File: src/rtl/reg4_write_arbiter_if.sv
// Bus bundle between the producer blocks and the shared-register write arbiter.
// The requester side drives req/wdata; the arbiter drives grant/q/busy/wr_count.
interface reg4_write_arbiter_if #(
  parameter int NUM_REQ = 4,
  parameter int WIDTH   = 4
);
  logic [NUM_REQ-1:0]       req;
  logic [NUM_REQ*WIDTH-1:0] wdata;
  logic [NUM_REQ-1:0]       grant;
  logic [WIDTH-1:0]         q;
  logic                     busy;
  logic [7:0]               wr_count;

  modport master (
    output req, wdata,
    input  grant, q, busy, wr_count
  );

  modport slave (
    input  req, wdata,
    output grant, q, busy, wr_count
  );
endinterface

File: src/rtl/reg4_write_arbiter.sv
// Round-robin write arbiter for a shared register: grants one requester per
// write cycle, loads its value into q on the closing edge of that cycle, and
// counts completed writes. The requester granted in a cycle is excluded from
// the arbitration for the following cycle, so a held request is served every
// other cycle at most.
module reg4_write_arbiter #(
  parameter int NUM_REQ = 4,
  parameter int WIDTH   = 4
) (
  input logic                clk,
  input logic                reset,
  reg4_write_arbiter_if.slave bus
);

  localparam int IW = (NUM_REQ > 1) ? $clog2(NUM_REQ) : 1;

  localparam logic [0:0] IDLE  = 1'b0;
  localparam logic [0:0] GRANT = 1'b1;

  logic [0:0]         state;
  logic [IW-1:0]      g;
  logic [IW-1:0]      ptr;
  logic [WIDTH-1:0]   q;
  logic [7:0]         wr_count;

  logic [IW-1:0]      start;
  logic [IW-1:0]      winner;
  logic               found;
  logic [NUM_REQ-1:0] eligible;
  logic [WIDTH-1:0]   sel_data;

  // Index increment with explicit wrap, since NUM_REQ need not be a power of two.
  function automatic logic [IW-1:0] inc(input logic [IW-1:0] v);
    if (v == IW'(NUM_REQ - 1)) begin
      return '0;
    end
    return v + IW'(1);
  endfunction

  // Round-robin search. While granting, the search starts at the pointer value
  // that the current grant will leave behind (g+1), and g itself is masked out.
  always_comb begin
    logic [IW-1:0] idx;
    eligible = bus.req;
    start    = ptr;
    if (state == GRANT) begin
      eligible[g] = 1'b0;
      start       = inc(g);
    end
    found  = 1'b0;
    winner = '0;
    idx    = start;
    for (int unsigned i = 0; i < NUM_REQ; i++) begin
      if (!found && eligible[idx]) begin
        found  = 1'b1;
        winner = idx;
      end
      idx = inc(idx);
    end
  end

  // Select the granted requester's write value.
  always_comb begin
    sel_data = '0;
    for (int unsigned i = 0; i < NUM_REQ; i++) begin
      if (g == IW'(i)) begin
        sel_data = bus.wdata[i*WIDTH +: WIDTH];
      end
    end
  end

  // FSM, grant index, pointer, shared register and write counter.
  always_ff @(posedge clk or posedge reset) begin
    if (reset) begin
      state    <= IDLE;
      g        <= '0;
      ptr      <= '0;
      q        <= '0;
      wr_count <= '0;
    end else begin
      case (state)
        IDLE: begin
          if (found) begin
            g     <= winner;
            state <= GRANT;
          end
        end
        GRANT: begin
          q        <= sel_data;
          wr_count <= wr_count + 8'd1;
          ptr      <= inc(g);
          if (found) begin
            g <= winner;
          end else begin
            state <= IDLE;
          end
        end
        default: state <= IDLE;
      endcase
    end
  end

  // Outputs decode directly from registers only.
  always_comb begin
    bus.grant = '0;
    if (state == GRANT) begin
      bus.grant[g] = 1'b1;
    end
    bus.busy     = (state == GRANT);
    bus.q        = q;
    bus.wr_count = wr_count;
  end

endmodule

File: src/flat_wrapper.sv
// flat-port wrapper written by rule: the top's interface ports become plain ports
module reg4_write_arbiter_flat 
#(
  parameter int NUM_REQ = 4,
  parameter int WIDTH   = 4
)
  (clk, reset, bus_req, bus_wdata, bus_grant, bus_q, bus_busy, bus_wr_count);
  reg4_write_arbiter_if #(.NUM_REQ(NUM_REQ), .WIDTH(WIDTH)) bus_i ();
  input logic clk;
  input logic reset;
  input wire logic [$bits(bus_i.req)-1:0] bus_req;
  input wire logic [$bits(bus_i.wdata)-1:0] bus_wdata;
  output wire logic [$bits(bus_i.grant)-1:0] bus_grant;
  output wire logic [$bits(bus_i.q)-1:0] bus_q;
  output wire logic [$bits(bus_i.busy)-1:0] bus_busy;
  output wire logic [$bits(bus_i.wr_count)-1:0] bus_wr_count;
  assign bus_i.req = bus_req;
  assign bus_i.wdata = bus_wdata;
  assign bus_grant = bus_i.grant;
  assign bus_q = bus_i.q;
  assign bus_busy = bus_i.busy;
  assign bus_wr_count = bus_i.wr_count;
  reg4_write_arbiter #(.NUM_REQ(NUM_REQ), .WIDTH(WIDTH)) u_core (.clk(clk), .reset(reset), .bus(bus_i));
endmodule
File: config.mk
export PLATFORM = sky130hd
export DESIGN_NAME = reg4_write_arbiter_flat
export DESIGN_NICKNAME = d
export VERILOG_FILES = /design/src/rtl/reg4_write_arbiter_if.sv /design/src/rtl/reg4_write_arbiter.sv /design/src/flat_wrapper.sv
export SDC_FILE = /design/constraint.sdc
export NUM_CORES = 1
export LEC_CHECK = 0
export ABC_AREA = 1
export CORE_ASPECT_RATIO = 0.5
export CORE_MARGIN = 1.5
export CORE_UTILIZATION = 42
export DETAILED_ROUTE_END_ITERATION = 8
export MAX_ROUTING_LAYER = met4
export PLACE_DENSITY = 0.88
export SLEW_MARGIN = 20
export SYNTH_ARGS = -nofsm -noshare
export SYNTH_HDL_FRONTEND = slang
export SYNTH_SLANG_ARGS = --single-unit
File: constraint.sdc
create_clock -name clk -period 1.7 [get_ports clk]
set_input_delay 0.34 -clock clk [delete_from_list [all_inputs] [get_ports clk]]
set_output_delay 0.34 -clock clk [all_outputs]
set_load 0.01 [all_outputs]
After elaboration in Yosys (flattened, before gate mapping) --
Cells that the tools add are included.
Storage, ports and cells: register bits 17, output and inout bits 17, word-level logic and storage cells 72
Cells by class: $add $sub $neg 5, magnitude comparators 6, equal/unequal tests 6, multiplexer cells 40, bitwise logic cells 2, reductions and logical operators 8
Operators by type and width (number):
- 2-bit two-way mux | 14
- 4-bit two-way mux | 6
- 2-bit by 3-bit less-than comparator with 1-bit output, second input constant | 5
- 1-bit two-way mux | 15
- 2-bit == test, second input constant | 5
- 2-bit by 1-bit adder with 2-bit output, second input constant | 4
- 8-bit by 1-bit adder with 8-bit output, second input constant | 1
- 1-bit binary-select mux with 2-bit select | 4
- 4-bit AND | 1
- 1-bit logical AND | 4
- 4-bit NOT | 1
- 1-bit logical NOT | 3
- 1-bit demux with 2-bit select | 1
- 2-bit by 1-bit == test with 1-bit output, second input constant | 1
- 2-bit by 1-bit greater-or-equal comparator with 1-bit output, second input constant | 1
- 2-bit logical NOT | 1

Depth between registers and ports, before layout --
depth in word-level cells 20, mapped depth 13, gate-level depth less buffers 13

Worst setup path after synthesis --
No wires, ideal clock.
path type reg-to-reg, from register u_core.g[0], to register u_core.g[1], setup time 0.066 ns, arrival 1.563 ns, data required time 1.634 ns, setup slack 0.070 ns, cell stages (with the launch flop) 13, buffers on the path 0, period minus slack after synthesis 1.630 ns, cell sequence dfrtp_1 -> ha_1 -> nor2_1 -> nand2_2 -> nand2_4 -> nand2_1 -> nand2_2 -> nand2_2 -> nand2_4 -> nand2_2 -> nor2_2 -> nand2_1 -> nand3_2
RTL lines:
- start, declared | RTL line reg4_write_arbiter.sv:21 | logic [IW-1:0] g;
- start signal, assigned | RTL line reg4_write_arbiter.sv:84 | g <= winner;
- start signal, assigned | RTL line reg4_write_arbiter.sv:93 | g <= winner;
- 2-bit == test | RTL line reg4_write_arbiter.sv:34 | if (v == IW'(NUM_REQ - 1)) begin
- 1-bit two-way mux | RTL line reg4_write_arbiter.sv:34
- 1-bit two-way mux | RTL line reg4_write_arbiter.sv:46 | if (state == GRANT) begin
- 2-bit two-way mux * | RTL line reg4_write_arbiter.sv:37 | return v + IW'(1);
- 2-bit two-way mux *
- via u_core.start[0] | RTL line reg4_write_arbiter.sv:26 | logic [IW-1:0] start;
- parallel branches: the longest is 14 deep, another holds 2-bit by 1-bit adder with 2-bit output
Mark *: on every way through the listed nets, which the timed path passes. The select of a mux whose other input is x is not followed. A chain may end at the register's enable or synchronous reset.

Worst setup path in the final report --
from register u_core.g[1], to register u_core.g[0]
On the way: word-level cells in the longest chain between the ends 20
Ends and longest elaborated chain:
- parallel branches: the longest is 20 deep, another holds 2-bit by 1-bit adder with 2-bit output
Several ways; the timed one is not identified. The select of a mux whose other input is x is not followed.

==> out/metrics.csv <==
stage,metric,value,unit
run_status,run status,"complete, but fails checks",
run_status,failing checks,negative setup slack,
clock_network,hold_buf cts,0,
yosys,Post-Syn Area,1290,µm²
cells_and_area,# diodes,0,
critical_path,Worst EP required,1870,ps
yosys,"area leader, netlist",dfrtp_1,
route,routed len/inst,20.8,µm
yosys,register area share after synthesis,33.1,%
timing,Worst Slack Setup Final,-235,ps
floorplan,Initial Util,46.8,%
yosys,"Async S/R FF share, synth",100,%
global_route,first-pass GRT wire length,7.61,mm
global_route,All-Layer GR Usage,30.3,%
clock_network,"Clk Latency, worst-skew pair",270,ps
run,max cap viols,0,
global_route,largest net degree at the start of global routing,18,
yosys,"Distinct cells, synth",21,
cells_and_area,nets,275,
route,initial DRC count,257,
floorplan,Die ar.,3420,µm²
timing,crit share post-route,114,%
route,DR pass1 iterations,6,
clock_network,Root Buffer Master,clkbuf_8,
timing,Relative slew margins,74.5,%
yosys,Commonest cells post-synth,"nand2_1 (40), inv_1 (26), nand3_1 (20)",
placed_design,number of I/O port buffers,38,
pwr,P_sw,3.02,mW
yosys,Main synth FF type,dfrtp_1,
yosys,Mean Syn Cell Area,7.39,µm²
timing,unrepaired setup endpoints after global routing,true,
timing,Slew Limit Fails,0,
yosys,number of synthesized flops with an enable pin,0,
route,vias,1770,
timing,Tmin final,1940,ps
timing,worst slew pin tran,379,ps
pwr,Lkg Pwr,1.09,nW
clock_network,CTS tree,built,
pwr,internal power,2.67,mW
pwr,power per cell area,2610,nW/µm²
yosys,Area contributors post-synth,"dfrtp_1 (33%), nand2_1 (12%), nand2_2 (8.8%)",
clock_network,H-tree levels,1,
yosys,Post-Syn Nets,201,
yosys,most frequent cell after synthesis,nand2_1,
pwr,Reg power frac,14.4,%
global_route,initial antenna violation count,0,
route,ANT nets after route,0,
timing,Final Hold Viols,0,
clock_network,Clock Pin Slew Worst Setup and Hold Paths,80,ps
global_route,vias in the first global route,1550,
cells_and_area,area delta synth->final,69.6,%
global_route,gr ovfl total,0,
pwr,Clk pwr share,5.8,%
pwr,Gate power share,79.8,%
placed_design,pre-CTS setup slack,-138,ps
critical_path,Crit Path Max Fanout,4,
yosys,yosys warns,0,
floorplan,Core Region,2750,µm²
critical_path,CP Launch Type,flip-flop,
critical_path,WP data arrival,2100,ps
yosys,Synth top area share,33.1,%
min_path,worst hold-check path type,in -> async,
placed_design,DP Area,1820,µm²
floorplan,Die H,42.1,µm
clock_network,clk sinks,17,
floorplan,row cnt,13,
clock_network,clk buf depth,2,
cells_and_area,share of layout cells above drive strength 1,41.7,%
route,Via density,6.23,
yosys,Yosys reg bits,17,
yosys,cells after synthesis,174,
placed_design,gp weighted congestion,0.883,
pwr,overall power,5.69,mW
floorplan,Die W,81.3,µm
cells_and_area,number of fill cells,139,
placed_design,HPWL Detailed,2.66,mm
route,Post-Route WL,5.91,mm
pwr,sw frac,53.0,%
cells_and_area,Layout Utilization,79.4,%
pwr,peak supply drop,1.37,mV
critical_path,CP Capture Type,flip-flop,
route,DRC viols,0,
critical_path,Crit Path Class,reg -> reg,
timing,endpoints failing setup,9,
cells_and_area,final instance area,2180,µm²
floorplan,I/O pin total,39,
timing,Setup TNS Final,-1060,ps
clock_network,TritonCTS Buffers,3,
timing,clock skew,11.0,ps
timing,FMAX,517,MHz
## kinds of logic after synthesis
logic type / after synthesis / synth area share, %
buffers and inverters: 29 / 9.63
XOR/XNOR: 5 / 3.41
AND/OR/NAND/NOR: 101 / 40.9
AO/OA/AOI/OAI: 17 / 8.17
adder cells (fa/ha/maj): 5 / 4.86
flip-flops: 17 / 33.1
## state kept, by name, indices dropped and copies added, names as in the netlist
register / flops
u_core.bus.wr_count: 8
u_core.bus.q: 4
u_core.g: 2
u_core.ptr: 2
u_core.bus.busy: 1
## per-stage QoR
stage	cells	hold WS (ps)
finish	284	439
global route	284	463
CTS	280	407
detailed placement	264	494
global placement	264	485
floorplan	174	266
## layout make-up
cell class                 instances  area, µm²  area share [%]
multi-input combinational        129        945            43.3
timing repair buffer              70        614            28.2
sequential                        17        429            19.7
inverter                          27        101            4.64
tap                               37       46.3            2.12
clock buffer                       3       41.3            1.89
clock inverter                     1       5.00           0.229
## worst max-delay path, cell delays in order (launching register included)
cell	delay, ps
dfrtp_2	460
inv_2	110
ha_4	220
inv_2	60
nand2_2	50
nand2_4	110
buf_4	120
nand3_1	90
nand2_1	100
inv_2	60
nor2_4	140
nand2_1	120
nand2_1	120
nor2_1	60
## placed cells by master (no fill, tap or decap), types with 3 or more instances in the layout
master,Yosys,final
a21oi_1,8,3
a21oi_2,0,5
a221o_1,4,4
buf_4,0,31
clkbuf_8,0,3
clkdlybuf4s50_1,0,34
dfrtp_1,17,14
dfrtp_2,0,3
ha_4,0,3
inv_1,26,21
inv_2,1,6
nand2_1,40,29
nand2_2,18,20
nand2_4,4,12
nand3_1,20,17
nand3_2,2,4
nor2_1,9,5
nor2_2,3,4
nor2_4,0,3
o21ai_0,5,3
xor2_1,3,3
## per-layer routing
metal  global-route usage (%)  routed length, µm  vias to the layer above  share of wire, %
li1                         -                  -                      703                 -
met1                     34.2               1990                      803                34
met2                     50.9               2580                      186                44
met3                     6.09                756                       78                13
met4                     15.5                577                        0               9.8
met5                        -                  0                        -                 0
## what timing repair did
| item | 4_1_cts | 5_1_grt |
|---|---|---|
| endpoints found under the setup margin | 8 | 11 |
| resized for setup | 24 | 45 |
| gates cloned | 1 | 0 |
| pin swaps | 11 | 22 |
| setup buffers | 11 | 4 |
## path summary, 6_finish.rpt
kind,cells after the start,slack [ps],endpoint,startpoint
max,13,-240,u_core.g[0]$_DFFE_PP0P_,u_core.g[1]$_DFFE_PP0P_
min,3,440,u_core.bus.wr_count[7]$_DFFE_PP0P_,reset
max reg2reg,13,-240,u_core.g[0]$_DFFE_PP0P_,u_core.g[1]$_DFFE_PP0P_
min reg2reg,1,500,u_core.bus.wr_count[5]$_DFFE_PP0P_,u_core.bus.wr_count[5]$_DFFE_PP0P_
max in group asynchronous,3,1050,u_core.bus.busy$_DFF_PP0_,reset
min in group clk,1,500,u_core.bus.wr_count[5]$_DFFE_PP0P_,u_core.bus.wr_count[5]$_DFFE_PP0P_
## power by group through the flow
| stage | Clock (mW) | Combinational, mW | Sequential, mW |
|---|---|---|---|
| floorplan | 0 | 1.86 | 0.823 |
| global placement | 0 | 2.86 | 0.783 |
| detailed placement | 0 | 2.99 | 0.800 |
| CTS | 0.301 | 3.34 | 0.793 |
| global route | 0.349 | 4.73 | 0.842 |
| finish | 0.332 | 4.54 | 0.818 |
Note: power is estimated with default switching activity, not from simulation.
